**src/rtl/syscall_read_string.sv**
```systemverilog
// rtl/syscall_read_string.sv - console-to-memory string reader (syscall 8), byte-enabled word writes
module syscall_read_string #(
    parameter int          ADDR_W  = 32,
    parameter logic [7:0]  NEWLINE = 8'h0A,
    parameter int          CNT_W   = 16
) (
    input  logic              clk,
    input  logic              rst_n,
    input  logic              start,
    input  logic [ADDR_W-1:0] a0,
    input  logic [ADDR_W-1:0] a1,
    input  logic              char_valid,
    input  logic [7:0]        char_data,
    output logic              char_ready,
    output logic              mem_write,
    output logic [ADDR_W-1:0] mem_addr,
    output logic [31:0]       mem_wdata,
    output logic [3:0]        mem_be,
    output logic              busy,
    output logic              done,
    output logic [CNT_W-1:0]  count
);

    typedef enum logic [2:0] {IDLE, RECV, WRITE, NULLW, DONE} state_t;

    state_t            state, state_next;
    logic [ADDR_W-1:0] ptr;
    logic [ADDR_W-1:0] rem;
    logic [ADDR_W-1:0] word_addr;
    logic [31:0]       word_buf;
    logic [3:0]        be_q;
    logic              final_q;
    logic              pend_null;
    logic [CNT_W-1:0]  count_q;

    logic [1:0]        lane;
    logic              accept;
    logic              term;
    logic [ADDR_W-1:0] rem_dec;

    assign lane    = ptr[1:0];
    assign accept  = (state == RECV) && char_valid;
    assign rem_dec = rem - ADDR_W'(1);
    // Stop on newline, or once only the slot reserved for the null remains.
    assign term    = accept && ((char_data == NEWLINE) || (rem_dec == ADDR_W'(1)));
    assign count   = count_q;

    always_ff @(posedge clk) begin
        if (!rst_n) begin
            state <= IDLE;
        end else begin
            state <= state_next;
        end
    end

    always_comb begin
        state_next = state;
        case (state)
            IDLE: begin
                if (start) begin
                    if (a1 == '0)
                        state_next = DONE;
                    else if (a1 == ADDR_W'(1))
                        state_next = NULLW;
                    else
                        state_next = RECV;
                end
            end
            RECV: begin
                if (accept && (term || lane == 2'd3))
                    state_next = WRITE;
            end
            WRITE: begin
                if (final_q)
                    state_next = DONE;
                else if (pend_null)
                    state_next = NULLW;
                else
                    state_next = RECV;
            end
            NULLW:   state_next = DONE;
            DONE:    state_next = IDLE;
            default: state_next = IDLE;
        endcase
    end

    always_ff @(posedge clk) begin
        if (!rst_n) begin
            ptr       <= '0;
            rem       <= '0;
            word_addr <= '0;
            word_buf  <= '0;
            be_q      <= '0;
            final_q   <= 1'b0;
            pend_null <= 1'b0;
            count_q   <= '0;
        end else begin
            case (state)
                IDLE: begin
                    if (start) begin
                        ptr       <= a0;
                        rem       <= a1;
                        count_q   <= '0;
                        word_buf  <= '0;
                        be_q      <= '0;
                        final_q   <= 1'b0;
                        pend_null <= 1'b0;
                    end
                end
                RECV: begin
                    if (accept) begin
                        word_buf[8*lane +: 8] <= char_data;
                        be_q[lane]            <= 1'b1;
                        word_addr             <= {ptr[ADDR_W-1:2], 2'b00};
                        rem                   <= rem_dec;
                        if (count_q != '1)
                            count_q <= count_q + CNT_W'(1);
                        final_q   <= term && (lane != 2'd3);
                        pend_null <= term && (lane == 2'd3);
                        // The null rides in the same word when a lane is left; its data byte is already zero.
                        if (term && (lane != 2'd3)) begin
                            be_q[lane + 2'd1] <= 1'b1;
                            ptr               <= ptr + ADDR_W'(2);
                        end else begin
                            ptr <= ptr + ADDR_W'(1);
                        end
                    end
                end
                WRITE: begin
                    word_buf <= '0;
                    be_q     <= '0;
                end
                default: ;
            endcase
        end
    end

    always_comb begin
        char_ready = 1'b0;
        mem_write  = 1'b0;
        mem_addr   = '0;
        mem_wdata  = '0;
        mem_be     = '0;
        busy       = 1'b0;
        done       = 1'b0;
        case (state)
            RECV: begin
                char_ready = 1'b1;
                busy       = 1'b1;
            end
            WRITE: begin
                mem_write = 1'b1;
                mem_addr  = word_addr;
                mem_wdata = word_buf;
                mem_be    = be_q;
                busy      = 1'b1;
            end
            NULLW: begin
                mem_write = 1'b1;
                mem_addr  = {ptr[ADDR_W-1:2], 2'b00};
                mem_be    = 4'b0001 << ptr[1:0];
                busy      = 1'b1;
            end
            DONE: begin
                done = 1'b1;
                busy = 1'b1;
            end
            default: ;
        endcase
    end

endmodule

```
**config.mk**
```make
export PLATFORM = sky130hd
export DESIGN_NAME = syscall_read_string
export DESIGN_NICKNAME = d
export VERILOG_FILES = /design/src/rtl/syscall_read_string.sv
export SDC_FILE = /design/constraint.sdc
export NUM_CORES = 1
export LEC_CHECK = 0
export CAP_MARGIN = 20
export CORE_ASPECT_RATIO = 0.5
export CORE_MARGIN = 2
export CORE_UTILIZATION = 55
export CTS_BUF_LIST = sky130_fd_sc_hd__clkbuf_2 sky130_fd_sc_hd__clkbuf_4 sky130_fd_sc_hd__clkbuf_8
export DETAILED_ROUTE_END_ITERATION = 8
export GPL_ROUTABILITY_DRIVEN = 0
export PLACE_DENSITY_LB_ADDON = 0.05
export SLEW_MARGIN = 40
export SYNTH_ARGS = -nofsm -noshare
export SYNTH_HDL_FRONTEND = slang
export SYNTH_SLANG_ARGS = --single-unit
export TNS_END_PERCENT = 5
```
**constraint.sdc**
```tcl
create_clock -name clk -period 4.43 [get_ports clk]
set_input_delay 1.1075 -clock clk [delete_from_list [all_inputs] [get_ports clk]]
set_output_delay 1.1075 -clock clk [all_outputs]
set_load 0.05 [all_outputs]
```
Yosys cells after proc, flatten, opt, wreduce, memory -nomap -nowiden:

Index checks and enable logic that the tools add are counted.

* register bits after elaboration: 151
* latch bits: 0
* memory bits (writable): 0
* bits in read-only memories: 0
* input bits: 76
* output and inout bits: 88
* word-level logic and storage cells: 100
* memories kept: 0

* $add $sub $neg: 6
* multiply operators: 0
* divide/modulo/power cells: 0
* $lt $le $gt $ge: 4
* equal/unequal tests: 14
* shifts and indexed selects: 3
* multiplexer cells: 42
* bitwise operators: 2
* reductions and logical operators: 20

Operators by type and width (number)
* 32-bit two-way mux: 8
* 32-bit case mux with 2 select lines: 3
* 32-bit case mux with 3 select lines: 1
* 32-bit by 1-bit equality test with 1-bit output, second input constant: 2
* 16-bit two-way mux: 3
* 5-bit negation with 34-bit output: 1
* 8-bit by 34-bit variable shift with 32-bit output, first input constant: 1
* 8-bit by 34-bit indexed part select with 32-bit output: 1
* 32-bit by 1-bit adder with 32-bit output, second input constant: 1
* 32-bit by 2-bit adder with 32-bit output, second input constant: 1
* 32-bit bitwise mux: 1
* 32-bit logical NOT: 1
* 16-bit case mux with 2 select lines: 1
* 32-bit by 1-bit subtractor with 32-bit output, second input constant: 1
* 16-bit by 1-bit adder with 16-bit output, second input constant: 1
* 16-bit inequality test, second input constant: 1
* 3-bit two-way mux: 4
* 4-bit two-way mux: 3
* 3-bit case mux with 4 select lines: 1
* 4-bit case mux with 3 select lines: 1
* 1-bit two-way mux: 9
* 8-bit by 4-bit equality test with 1-bit output, second input constant: 1
* 4-bit OR: 2
* 4-bit case mux with 2 select lines: 1
* other kinds (23): 41

Longest topological paths before layout:

Gate-level depths: netlist of the first run.

* depth in word-level cells: 9
* gate-level depth with buffers: 13
* gate-level depth less buffers: 11

Least setup slack after synthesis of the first run:

No wires, ideal clock.

* path kind: input to register
* start: input char_valid
* end: register ptr[21]
* setup time: 79 ps
* data arrival time: 3534 ps
* required time: 4351 ps
* slack: 817 ps
* stages: 11
* buffers on the path: 2
* cells stage by stage: nand4bb_1 > clkbuf_1 > or4_1 > a2111oi_2 > o2111ai_1 > nor3_4 > a31o_2 > buf_6 > nand3_4 > or4_1 > o211ai_1

* word-level cells in the longest chain between the ends: 6
* elaborated cells between the ends (all ways): 8
* classes of those cells: 1 x eq/ne; 3 x mux; 4 x reduce/logical

RTL lines
* start: declaration: RTL line 12 `input logic char_valid,`
* 1-bit logical AND *: RTL line 42 `assign accept = (state == RECV) && char_valid;`
* 1-bit logical AND: RTL line 45 `assign term = accept && ((char_data == NEWLINE) || (rem_dec == ADDR_W'(1)));`
* 1-bit logical AND: RTL line 121 `if (term && (lane != 2'd3)) begin`
* 32-bit two-way mux: RTL line 121
* 32-bit two-way mux: RTL line 111 `if (accept) begin`
* 32-bit case mux with 2 select lines: RTL line 98 `case (state)`
* end signal: assignment: RTL line 123 `ptr <= ptr + ADDR_W'(2);`
* end signal: assignment: RTL line 125 `ptr <= ptr + ADDR_W'(1);`
* end: declaration: RTL line 27 `logic [ADDR_W-1:0] ptr;`

Every way passes the cells marked *; elsewhere a longest branch is shown, timed or not. The select of a mux whose other input is x is not followed.
A chain may end at the register's enable or synchronous reset.

Final worst setup path of the first run:

* start: input char_valid
* end: register ptr[24]

The elaborated chain is that of the path after synthesis.

==> out/results.tsv, run 1 <==
stage	metric	value	unit
status	status	finished, final reports clean	
sta	setup_viol_count_final	0	
global_route	grt_pass1_vias	8359	
sta	tightest_slew	805	ps
layout	final_area	11200	sq um
setup_path	r2r-start	rem[0]$_SDFFE_PN0P_	
synthesis	netlist-cell-type-count	75	
clocking	path_clk_slew	80	ps
layout	regArea	3020	sq um
job	maxCapViolations	0	
clocking	cts_tree	yes	
floorplanning	initial_core_util	0.566	
global_route	grt_max_degree	81	
synthesis	ys_async_sr_fraction	0	
floorplanning	ios	164	
floorplanning	dieHeight	93.4	um
floorplanning	num_rows	32	
synthesis	synth_ff_type	dfxtp_1	
power_and_ir_drop	power.density	318	nW/um^2
setup_path	crit-reg2reg-capture	ptr[24]$_SDFFE_PN0P_	
worst_hold_path	hold_path.class	register to register	
clocking	hold_buffers	0	
sta	max_freq	248	MHz
layout	multi_input_area	5350	sq um
sta	period_share	0.911	
worst_hold_path	min_to	word_buf[17]$_SDFFE_PN0P_	
synthesis	netlist_area	8790	sq um
clocking	cts_buffers	17	
global_route	grt_first_pass_wirelength	42100	um
setup_path	startpoint_type	input pin	
layout	finalNetCount	1344	
drt	ant_nets	0	
drt	wl_per_cell	17.9	um
sta	hold_viol	0	
layout	drive_above_1_share	0.0864	
floorplanning	dieArea	17100	sq um
sta	rsz0062_at_grt	false	
clocking	htreeDepth	4	
drt	wirelength	26400	um
sta	drv_slew	0	
worst_hold_path	worstHoldPathCells	2	
drt	drt_iter0_drc	943	
layout	layout_common_cells	152 x nand2_1, 150 x dfxtp_1, 128 x clkdlybuf4s50_1, 112 x nor2_1, 63 x o21ai_0	
setup_path	r2r_slack	700	ps
sta	relSlewSlack	0.458	
worst_hold_path	hp-start	word_buf[17]$_SDFFE_PN0P_	
drt	avgViaCountPerCell	6.22	
global_route	overflow	0	
layout	layout_commonest_cell	nand2_1	
drt	drtPass1Iterations	5	
setup_path	arrival	4360	ps
place	placed_area	10800	sq um
clocking	cts_resized	0	
floorplanning	core	15500	sq um
layout	nFillCells	1242	
synthesis	synth_edf_count	0	
setup_path	crit_type	input pin to register	
sta	min_period	4030	ps
synthesis	synth-seq-cells	151	
layout	area_growth	27.4	%
setup_path	rr_worst_depth	11	
synthesis	yosys_warnings	0	
clocking	cts.sinks	151	
synthesis	synth_cells	1150	
power_and_ir_drop	vdd_drop_max	175	uV
clocking	post-cts-setup-buffers	0	
clocking	insertion_delay	460	ps
setup_path	cp.required	4750	ps
setup_path	crit_fanout	8	
synthesis	ys_seq_area_frac	0.344	
layout	utilization	0.721	
synthesis	avgSynthCellArea	7.65	sq um
layout	antenna_cells	0	
clocking	clockBufferDepth	2	
clocking	clockRootBuffer	clkbuf_8	
floorplanning	chipWidth	183	um
drt	drc_errors	0	
setup_path	endpoint_kind	register	
drt	vias	9184	
place	dp_hpwl	18400	um
place	port_buffers	161	
power_and_ir_drop	power.total	3.56	mW
setup_path	crit_start	char_valid	
sta	fin_skew	15.6	ps
global_route	grtUsageTotal	0.307	
global_route	antenna_found_initial	0	
power_and_ir_drop	cellLeakagePower	3.92	nW
[Yosys cell counts (5+ instances only)]
cell type	count	share of area
o31ai_1	7	0.0060
ha_1	8	0.011
nand3_1	39	0.022
nor3_1	26	0.015
o21a_1	7	0.0060
buf_1	5	0.0021
xor2_1	14	0.014
a31oi_1	12	0.0085
nor4_1	20	0.014
nand2_1	152	0.065
and2_1	49	0.035
and4_1	6	0.0060
a211oi_1	21	0.018
a22oi_1	36	0.031
o31a_1	5	0.0050
nor2b_1	31	0.022
nor2_1	113	0.048
nor3b_1	6	0.0051
a311oi_1	5	0.0050
o22ai_1	7	0.0050
or4_1	9	0.0077
o211a_1	5	0.0057
clkbuf_1	78	0.033
nand4_1	22	0.016
and3_1	23	0.016
a21oi_1	39	0.022
o221a_2	5	0.0064
mux2i_1	36	0.041
inv_1	12	0.0051
or3_1	15	0.011
buf_2	7	0.0040
dfxtp_1	151	0.34
o21ai_0	63	0.036
a21boi_0	46	0.039
[per-stage QoR]
step / setup WS [ps] / hold WS, ps / setup TNS [ps] / cells
2_1_floorplan: 817 / 436 / 0 / 1151
3_3_place_gp: 115 / 446 / 0 / 1445
3_5_place_dp: -22.4 / 454 / -28.5 / 1445
4_1_cts: 458 / 465 / 0 / 1477
5_1_grt: 220 / 487 / 0 / 1477
6_report: 396 / 466 / 0 / 1477
[per-layer routing]
metal | wire length, um | up-vias | GRT usage
met1 | 11700 | 4359 | 0.404
met2 | 12200 | 404 | 0.524
met3 | 2050 | 56 | 0.0541
li1 | - | 4365 | -
met5 | 0 | - | 0
met4 | 484 | 0 | 0.0807
[cells by family after synthesis]
family,Yosys count,share of synthesized area
AO/OA/AOI/OAI,293,0.227
XOR/XNOR,18,0.0179
adder cells (fa/ha/maj),8,0.0114
buffers and inverters,107,0.0490
flip-flops,151,0.344
multiplexers,36,0.0410
other,1,0.000427
AND/OR/NAND/NOR,536,0.309
[layout make-up]
cell class	instances	share of cell area
tap	204	0.0228
timing repair buffer	185	0.188
clock buffer	18	0.0216
inverter	12	0.00402
clock inverter	14	0.0153
sequential	151	0.270
multi-input combinational	893	0.478
[worst max-delay path, cell delays in order]
cell and delay, ps:
clkdlybuf4s50_1 490, nand4bb_2 170, or4_1 590, a2111oi_2 300
o2111ai_1 220, nor3_4 260, a31o_2 300, nand3_1 190
nor4_2 540, a221oi_1 170
[flip-flops by register name, summed over array words and instances (netlist names)]
name,cells
rem,32
count,16
be_q,4
ptr,32
final_q,1
pend_null,1
word_addr,30
word_buf,32
state,3
[worst max path at each step]
stage,end,slack [ps],cells after the start
6_report,ptr[24]$_SDFFE_PN0P_,400,10
5_1_grt,ptr[24]$_SDFFE_PN0P_,220,10
4_1_cts,ptr[24]$_SDFFE_PN0P_,460,10
3_5_place_dp,ptr[24]$_SDFFE_PN0P_,-20,10
3_3_place_gp,ptr[24]$_SDFFE_PN0P_,120,10
2_1_floorplan,ptr[21]$_SDFFE_PN0P_,820,11
[where the power goes]
group	switching [mW]	internal (mW)	leakage, nW
Clock	0.569	0.568	0.204
Sequential	0.127	1.44	1.23
Combinational	0.521	0.336	2.48
Total	1.22	2.34	3.92
(Power assumes the default switching activity.)
==> run 2: changes to the inputs <==
GPL_TIMING_DRIVEN = 0   (was default)
PLACE_DENSITY = 0.85   (was default)
PLACE_DENSITY_LB_ADDON = default   (was 0.05)
==> out/results.tsv, run 2 (same netlist as run 1, synthesis figures left out) <==
stage	metric	value	unit	change
status	status	finished, final reports clean		unchanged
layout	drive_above_1_share	0.0536		was 0.0864
drt	drtPass1Iterations	6		was 5
sta	tightest_slew	905	ps	was 805 ps
floorplanning	core	15500	sq um	unchanged
setup_path	r2r_slack	570	ps	was 700 ps
sta	setup_viol_count_final	0		unchanged
worst_hold_path	hold_path.class	register to register		unchanged
worst_hold_path	worstHoldPathCells	2		unchanged
layout	layout_commonest_cell	clkdlybuf4s50_1		was nand2_1
sta	max_freq	226	MHz	was 248 MHz
global_route	antenna_found_initial	0		unchanged
floorplanning	num_rows	32		unchanged
global_route	grtUsageTotal	0.347		was 0.307
sta	period_share	0.998		was 0.911
sta	fin_skew	23.7	ps	was 15.6 ps
drt	wirelength	30400	um	was 26,400 um
setup_path	path_depth	9		was 10
sta	hold_viol	0		unchanged
layout	antenna_cells	0		unchanged
setup_path	startpoint_type	register		was input pin
floorplanning	dieHeight	93.4	um	unchanged
global_route	grt_max_degree	17		was 81
setup_path	crit_type	register to output port		was input pin to register
floorplanning	dieArea	17100	sq um	unchanged
sta	relSlewSlack	0.393		was 0.458
sta	rsz0062_at_grt	true		was false
setup_path	cp_top_family	buffers and inverters		was simple AND/OR/NAND/NOR gates
layout	nFillCells	1275		was 1,242
place	dp_hpwl	21900	um	was 18,400 um
global_route	overflow	0		unchanged
setup_path	crit_chain	clkbuf_1, nand2b_1, clkbuf_1, or2_2, clkbuf_1, inv_2, clkbuf_2, clkbuf_4, clkdlybuf4s15_2		was clkdlybuf4s50_1, nand4bb_2, or4_1, a2111oi_2, o2111ai_1, nor3_4, a31o_2, nand3_1, nor4_2, a221oi_1
drt	drt_iter0_drc	1308		was 943
place	port_buffers	160		was 161
layout	area_growth	25.9	%	was 27.4%
drt	wl_per_cell	19.6	um	was 17.9 um
clocking	insertion_delay	470	ps	was 460 ps
drt	vias	9916		was 9,184
clocking	htreeDepth	4		unchanged
setup_path	arrival	3310	ps	was 4360 ps
clocking	clockBufferDepth	2		unchanged
clocking	cts.sinks	151		unchanged
setup_path	r2r-start	state[2]$_SDFFE_PN0P_		was rem[0]$_SDFFE_PN0P_
setup_path	cpPeakStageDelay	410	ps	was 590 ps
clocking	cts_tree	yes		unchanged
floorplanning	initial_core_util	0.566		unchanged
layout	finalNetCount	1414		was 1,344
clocking	path_clk_slew	100	ps	was 80 ps
worst_hold_path	hp-start	word_addr[16]$_SDFFE_PN0P_		was word_buf[17]$_SDFFE_PN0P_
power_and_ir_drop	power.total	3.55	mW	was 3.56 mW
power_and_ir_drop	cellLeakagePower	3.84	nW	was 3.92 nW
power_and_ir_drop	vdd_drop_max	214	uV	was 175 uV
setup_path	cp.required	3320	ps	was 4750 ps
sta	drv_slew	0		unchanged
sta	setup_slack	10.8	ps	was 396 ps
sta	min_period	4420	ps	was 4030 ps
drt	avgViaCountPerCell	6.41		was 6.22
layout	top_regs	ptr (32), rem (32), word_buf (32)		unchanged
layout	layout_common_cells	158 x clkdlybuf4s50_1, 152 x nand2_1, 151 x dfxtp_1, 113 x nor2_1, 74 x clkbuf_1		was 152 x nand2_1, 150 x dfxtp_1, 128 x clkdlybuf4s50_1, 112 x nor2_1, 63 x o21ai_0
setup_path	crit_start	state[1]$_SDFFE_PN0P_		was char_valid
drt	drc_errors	0		unchanged
setup_path	cpMaxStageDelayCell	clkdlybuf4s15_2		was or4_1
job	maxCapViolations	0		unchanged
clocking	cts_buffers	17		unchanged
setup_path	crit-reg2reg-capture	ptr[24]$_SDFFE_PN0P_		unchanged
setup_path	cp_common_cell	clkbuf_1		
clocking	clockRootBuffer	clkbuf_8		unchanged
setup_path	crit_end	char_ready		was ptr[24]$_SDFFE_PN0P_
floorplanning	ios	164		unchanged
setup_path	path_buf_inv	7		was 1
setup_path	crit_fanout	12		was 8
global_route	grt_first_pass_wirelength	46400	um	was 42,100 um
global_route	grt_pass1_vias	8925		was 8,359
setup_path	endpoint_kind	output port		was register
power_and_ir_drop	power.density	321	nW/um^2	was 318 nW/um^2
floorplanning	chipWidth	183	um	unchanged
setup_path	rr_worst_depth	11		unchanged
drt	ant_nets	0		unchanged
place	dpl_worst_slack	-750	ps	was -22.4 ps
-- run 2: worst min-delay path by stage --
stage and to:
2_1_floorplan be_q[0]$_SDFFE_PN0P_, 3_3_place_gp word_addr[31]$_SDFFE_PN0P_, 3_5_place_dp word_addr[16]$_SDFFE_PN0P_, 4_1_cts word_addr[16]$_SDFFE_PN0P_, 5_1_grt word_addr[27]$_SDFFE_PN0P_, 6_report word_addr[16]$_SDFFE_PN0P_
-- run 2: what timing repair did --
action / CTS / global route
hold buffers: 0 / 0
endpoints found under the hold margin: 0 / 0
endpoints found under the setup margin: 14 / 22
pin swaps: 0 / 2
buffers inserted: 0 / 1
gates resized for setup: 9 / 3
-- run 2: metal layers --
metal	track usage	vias up	wire length, um
li1	-	4506	-
met1	0.473	4567	12500
met2	0.531	724	12800
met3	0.0794	119	4050
met4	0.145	0	979
met5	0	-	0
-- run 2: metrics by stage --
stage	TNS, ps	cell area [sq um]	cells	hold slack [ps]	utilization
finish	0	11100	1547	468	0.713
global route	-72.8	11100	1547	491	0.713
CTS	0	11100	1546	468	0.712
detailed placement	-10230	10700	1515	455	0.687
global placement	-8810	10700	1515	449	0.686
floorplan	0	8800	1151	436	-
-- run 2: tightest hold or removal path, cell delays in order, from the launching register on --
cell	delay [ps]
dfxtp_1	320
nand2_1	40
a21boi_0	60
-- run 2: where the power goes --
part / switching, mW / internal (mW) / total [mW]
combinational: 0.637 / 0.346 / 0.983
sequential: 0.0830 / 1.43 / 1.52
clock: 0.629 / 0.425 / 1.05
-- run 2: area by class of cell --
type / count / area [sq um] / area share
clock buffer: 18 / 241 / 0.0218
tap: 204 / 255 / 0.0231
multi-input combinational: 893 / 5370 / 0.485
sequential: 151 / 3020 / 0.273
timing repair buffer: 161 / 1610 / 0.146
clock inverter: 14 / 136 / 0.0123
buffer: 94 / 390 / 0.0353
inverter: 12 / 45.0 / 0.00407
